[config.mk]
export PLATFORM = sky130hd
export DESIGN_NAME = serial_adder_flat
export DESIGN_NICKNAME = d
export VERILOG_FILES = /design/src/rtl/serial_adder_if.sv /design/src/rtl/serial_adder.sv /design/src/flat_wrapper.sv
export SDC_FILE = /design/constraint.sdc
export NUM_CORES = 1
export LEC_CHECK = 0
export BUFFER_PORTS_ARGS = -buffer_cell sky130_fd_sc_hd__buf_2
export CAP_MARGIN = 10
export CORE_UTILIZATION = 57
export DETAILED_ROUTE_END_ITERATION = 12
export HOLD_SLACK_MARGIN = 0.03
export PLACE_DENSITY = 0.82
export SYNTH_ARGS = -nofsm -noshare
export SYNTH_HDL_FRONTEND = slang
export SYNTH_SLANG_ARGS = --single-unit
[constraint.sdc]
create_clock -name clk -period 3.3 [get_ports clk]
set_clock_uncertainty 0.2 [all_clocks]
set_input_delay 0.33 -clock clk [delete_from_list [all_inputs] [get_ports clk]]
set_output_delay 0.33 -clock clk [all_outputs]
set_load 0.03 [all_outputs]
[src/rtl/serial_adder_if.sv]
// serial_adder_if: operand/result bundle between a requester and the bit-serial adder.
interface serial_adder_if #(
    parameter int WIDTH = 8
);
    logic             start;
    logic [WIDTH-1:0] a;
    logic [WIDTH-1:0] b;
    logic             cin;
    logic             busy;
    logic             done;
    logic [WIDTH-1:0] sum;
    logic             cout;

    modport master (output start, a, b, cin, input busy, done, sum, cout);
    modport slave  (input start, a, b, cin, output busy, done, sum, cout);
endinterface

[src/rtl/serial_adder.sv]
// serial_adder: one full-adder cell plus carry flop, adds WIDTH-bit operands LSB first.
module serial_adder #(
    parameter int WIDTH = 8
) (
    input  logic           clk,
    input  logic           rst,
    serial_adder_if.slave  bus
);
    localparam int CW = $clog2(WIDTH);

    typedef enum logic [1:0] {IDLE, SHIFT, DONE} state_t;

    state_t           state, state_nx;
    logic [WIDTH-1:0] op_a, op_b, acc, sum_r;
    logic [CW-1:0]    cnt;
    logic             carry, cout_r, s, carry_nx, load, last;

    always_comb begin
        s        = op_a[0] ^ op_b[0] ^ carry;
        carry_nx = (op_a[0] & op_b[0]) | (op_a[0] & carry) | (op_b[0] & carry);
        last     = cnt == CW'(WIDTH - 1);
        load     = state != SHIFT && bus.start;
        state_nx = state == SHIFT ? (last ? DONE : SHIFT) : (bus.start ? SHIFT : IDLE);
    end

    always_ff @(posedge clk) begin
        if (rst) begin
            state  <= IDLE;
            op_a   <= '0;
            op_b   <= '0;
            acc    <= '0;
            carry  <= 1'b0;
            cnt    <= '0;
            sum_r  <= '0;
            cout_r <= 1'b0;
        end else begin
            state <= state_nx;
            if (load) begin
                op_a  <= bus.a;
                op_b  <= bus.b;
                carry <= bus.cin;
                cnt   <= '0;
                acc   <= '0;
            end else if (state == SHIFT) begin
                op_a  <= op_a >> 1;
                op_b  <= op_b >> 1;
                carry <= carry_nx;
                acc   <= {s, acc[WIDTH-1:1]};
                cnt   <= cnt + 1'b1;
                // Publish on the final bit so sum/cout stay frozen during the next operation
                if (last) begin
                    sum_r  <= {s, acc[WIDTH-1:1]};
                    cout_r <= carry_nx;
                end
            end
        end
    end

    assign bus.busy = state == SHIFT;
    assign bus.done = state == DONE;
    assign bus.sum  = sum_r;
    assign bus.cout = cout_r;
endmodule

[src/flat_wrapper.sv]
// flat-port wrapper written by rule: the top's interface ports become plain ports
module serial_adder_flat 
#(
    parameter int WIDTH = 8
)
  (clk, rst, bus_start, bus_a, bus_b, bus_cin, bus_busy, bus_done, bus_sum, bus_cout);
  serial_adder_if #(.WIDTH(WIDTH)) bus_i ();
  input  logic clk;
  input  logic rst;
  input wire logic [$bits(bus_i.start)-1:0] bus_start;
  input wire logic [$bits(bus_i.a)-1:0] bus_a;
  input wire logic [$bits(bus_i.b)-1:0] bus_b;
  input wire logic [$bits(bus_i.cin)-1:0] bus_cin;
  output wire logic [$bits(bus_i.busy)-1:0] bus_busy;
  output wire logic [$bits(bus_i.done)-1:0] bus_done;
  output wire logic [$bits(bus_i.sum)-1:0] bus_sum;
  output wire logic [$bits(bus_i.cout)-1:0] bus_cout;
  assign bus_i.start = bus_start;
  assign bus_i.a = bus_a;
  assign bus_i.b = bus_b;
  assign bus_i.cin = bus_cin;
  assign bus_busy = bus_i.busy;
  assign bus_done = bus_i.done;
  assign bus_sum = bus_i.sum;
  assign bus_cout = bus_i.cout;
  serial_adder #(.WIDTH(WIDTH)) u_core (.clk(clk), .rst(rst), .bus(bus_i));
endmodule
After elaboration in Yosys (flattened, before gate mapping):

Index checks and enable logic that the tools add are counted.

* register bits after elaboration: 39
* output and inout bits: 11
* logic and storage cells: 34

* add/sub/neg operators: 1
* equal/unequal tests: 4
* mux-type cells: 9
* bitwise gates (word level): 8
* reductions and logical operators: 4

Operators by type and width (number)
* 8-bit two-way mux: 4
* 2-bit two-way mux: 2
* 3-bit by 1-bit adder with 3-bit output (second input constant): 1
* 1-bit AND: 3
* 3-bit equality test (second input constant): 1
* 1-bit two-way mux: 3
* 3-bit AND reduction: 1
* 2-bit by 1-bit equality test with 1-bit output (second input constant): 1
* 2-bit equality test (second input constant): 1
* 2-bit by 1-bit inequality test with 1-bit output (second input constant): 1
* 1-bit bitwise OR: 2
* 2-bit nonzero test: 1
* 2-bit OR reduction: 1
* 1-bit bitwise XOR: 2
* 1-bit logical AND: 1
* 1-bit NOT: 1

Longest topological paths before layout:

* depth in word-level cells: 5
* gate-level depth with buffers: 6
* gate-level depth less buffers: 5

Least setup slack after synthesis:

No wires, ideal clock.

* path type: register to register
* start: register u_core.cnt[0]
* end: register u_core.cout_r, in the netlist u_core.bus.cout
* arrival: 1109 ps
* data required time: 2967 ps
* slack: 1858 ps
* stages on the path, launching flop included: 7
* cells stage by stage: dfxtp_1 ha_1 ha_1 and3b_1 buf_2 nand2_1 a21oi_1

* cells in the longest elaborated chain, start to end: 2

Ends and longest elaborated chain
* start, declared: RTL line serial_adder.sv:15 `logic [CW-1:0] cnt;`
* start signal, assigned: RTL line serial_adder.sv:49 `cnt <= cnt + 1'b1;`
* 3-bit equality test: RTL line serial_adder.sv:21 `last = cnt == CW'(WIDTH - 1);`
* via u_core.last: RTL line serial_adder.sv:16 `logic carry, cout_r, s, carry_nx, load, last;`
* 3-bit AND reduction (no source line)
* end signal, assigned: RTL line serial_adder.sv:53 `cout_r <= carry_nx;`
* end, declared: RTL line serial_adder.sv:16

The timed path passes the listed nets, and every way through them passes these cells.
A chain may end at the register's enable or synchronous reset.

Worst setup path after layout:

* start: register u_core.state[1]
* end: output port bus_busy

* cells in the longest elaborated chain, start to end: 1

Ends and longest elaborated chain
* start, declared: RTL line serial_adder.sv:13 `state_t state, state_nx;`
* start signal, assigned: RTL line serial_adder.sv:37 `state <= state_nx;`
* 2-bit by 1-bit equality test with 1-bit output: RTL line serial_adder.sv:59 `assign bus.busy = state == SHIFT;`
* end, declared: RTL line flat_wrapper.sv:14 `output wire logic [$bits(bus_i.busy)-1:0] bus_busy;`

Every way passes these cells.

==> results.toml <==
[run_status]
status = "complete, no violations"

[setup_path]
crit_type = "reg2out"
path_cells = "nand2b_1, inv_2, buf_2"
worstSetupEndpointType = "primary output"
crit_arrival_ns = 1.61
reg2reg_from = "u_core.state[1]$_SDFF_PP0_"
reg2reg_depth = 4
crit_required_ns = 2.77
rr_endpoint = "u_core.op_a[0]$_SDFFE_PP0P_"
critPathMaxFanout = 15
slowest_delay_ns = 0.36
crit_slowest_cell = "nand2b_1"
r2r_slack_ns = 1.52
start_kind = "flop"

[sta]
fin_crit_ns = 2.136
max_freq_mhz = 468.1
worst_slack_ns = 1.164
finalHoldViolations = 0
slew_violations = 0
rsz0062_at_grt = "no"
fin_tns_setup_ns = 0
max_slew.worst_pin.slew_ns = 0.5325
period_share = 0.6474
hold_ws_ns = 0.08433
setup_viol = 0
max_slew_margin = 0.6450

[floorplan]
core.rowCount = 18
dieHeight_um = 55.05
fp.dieW_um = 55.05
io_pins = 31
dieArea_um2 = 3031
initial_core_util = 0.6248
core_area_um2 = 2567

[run]
maxCapViolCount = 0

[place]
dpl.hpwl_um = 1997
port_buffers = 30
dp_slack_ns = 1.509
place_congestion = 0.7367
placed_area_um2 = 1695

[min_path]
hold_start = "bus_b[7]"
hold_class = "in2reg"
worst_hold_path.endpoint = "u_core.op_b[7]$_SDFFE_PP0P_"
holdPathStages = 3

[routing]
drt-initial-drc-count = 21
wl_um = 2858
wl_per_cell_um = 12.70
first_pass_iters = 4
drc = 0
ant_nets = 0
vias_per_cell = 5.520
via_count = 1242

[logic_synthesis]
yosys.area_share.simple = 0.1560
synth_compound_area_frac = 0.1552
yosysWarnings = 0
syn_avg_cell_area_um2 = 9.436
synth-adder-area-share = 0.03588
synthesis.area_um2 = 1604
synth_cell_type_count = 23
synth_xor_area_frac = 0.005460
synthCells = 170
synth_nets = 194
ys_seq_area_frac = 0.4743
muxShareOfSynthArea = 0.1061
ys_seq_elements = 38
synth_top_family_by_area = "simple AND/OR/NAND/NOR gates"

[clocking]
cts_made_buffers = 5
cts_resized = 0
cts_tree = "done"
path_clk_slew_ns = 0.11
clock_sinks = 38
root_buffer = "clkbuf_4"
cts.htree.levels = 2
clkLatencyLatePin_ns = 0.33
postCtsHoldBufs = 0
clockBufferDepth = 2
post_cts_buffers = 0

[global_route]
grt_pass1_wl_um = 4712
grt_max_degree = 30
antenna_found_initial = 0
grt_pass1_vias = 1101
grtUsageTotal = 0.2229
overflow = 0

[layout]
finish.instance_area_um2 = 1777
diodes = 0
fin_nets = 219
area_delta_synth_final_pct = 10.76
drive_gt1_frac = 0.2513

[pwr]
power_leakage_nw = 0.7640
totalPowerFinal_mw = 0.9038
powerDensity_nw_per_um2 = 508.7
peakVddDrop_uv = 467.7
-- synthesized netlist by cell type --
cell,instances,area share
dfxtp_1,38,0.47
nand2_1,37,0.087
mux2i_1,17,0.11
nor2_1,16,0.037
a211oi_1,15,0.070
a21oi_1,10,0.031
a21oi_2,9,0.049
buf_2,4,0.012
buf_4,3,0.014
buf_6,3,0.021
ha_1,3,0.023
buf_1,2,0.0047
nand2b_1,2,0.0078
nor3_1,2,0.0062
a21o_1,1,0.0047
and3b_1,1,0.0055
buf_12,1,0.012
fa_1,1,0.012
inv_2,1,0.0023
nand3b_1,1,0.0047
nor2_2,1,0.0039
nor2b_1,1,0.0039
xnor2_1,1,0.0055
-- cell families (layout without fill, tap and decap cells) --
group           Yosys count  count (layout)
simple gates             61              61
flops                    38              38
compound gates           35              35
mux                      17              17
buf+inv                  14              39
fa+ha+maj                 4               4
xor+xnor                  1               1
-- layer usage --
layer	vias up	wire length, um	track usage
li1	627	-	-
met1	588	1306	0.2625
met2	25	1414	0.3896
met3	2	117	0.05738
met4	0	19	0.07500
met5	-	0	0
-- final cells by class --
cell class	instances	area, um^2
repair buffers	31	157.7
multi-input cells	118	735.7
clock inverters	1	30.03
clock buffers	6	51.30
inverters	1	3.754
fillers	208	790.8
well taps	30	37.54
flip-flops and latches	38	760.7
-- layout by cell type, fill, tap and decap left out, types with 2 or more instances in the layout --
master	Yosys	routed
a211oi_1	15	15
a21oi_1	10	10
a21oi_2	9	9
buf_2	4	30
clkbuf_4	0	5
dfxtp_1	38	38
ha_1	3	3
mux2i_1	17	17
nand2_1	37	37
nand2b_1	2	2
nor2_1	16	16
nor3_1	2	2
-- metrics by stage --
| step | utilization | cells |
|---|---|---|
| after global routing | 0.6920 | 225 |
| after CTS | 0.6920 | 225 |
| after detailed placement | 0.6603 | 218 |
| after global placement | 0.6603 | 218 |
| final | 0.6920 | 225 |
| after floorplan | - | 170 |
-- power breakdown --
part / switching (mW) / total (mW) / internal, mW
combinational: 0.0560 / 0.0946 / 0.0386
sequential: 0.0125 / 0.493 / 0.481
clock: 0.140 / 0.316 / 0.176
-- state kept, by name, indices dropped and copies added (netlist names) --
| register | cells |
|---|---|
| u_core.cnt | 3 |
| u_core.carry | 1 |
| u_core.op_a | 8 |
| u_core.bus.cout | 1 |
| u_core.state | 2 |
| u_core.bus.sum | 8 |
| u_core.op_b | 8 |
| u_core.acc | 7 |
-- worst max-delay path by stage --
stage / endpoint / cells past startpoint / slack (ns) / from
after floorplan: u_core.bus.cout$_SDFFE_PP0P_ / 6 / 1.86 / u_core.cnt[0]$_SDFFE_PP0N_
after global placement: bus_busy / 3 / 1.57 / u_core.state[1]$_SDFF_PP0_
after detailed placement: u_core.op_a[0]$_SDFFE_PP0P_ / 4 / 1.51 / u_core.state[1]$_SDFF_PP0_
after CTS: bus_busy / 3 / 1.13 / u_core.state[1]$_SDFF_PP0_
after global routing: bus_busy / 3 / 1.02 / u_core.state[1]$_SDFF_PP0_
final: bus_busy / 3 / 1.16 / u_core.state[1]$_SDFF_PP0_
-- critical path: cells and delay by family, from the launching register on --
family | cells | cell delay, ns
buf+inv | 2 | 0.57
simple gates | 1 | 0.36
flops | 1 | 0.33
Note: power is estimated with default switching activity, not from simulation.
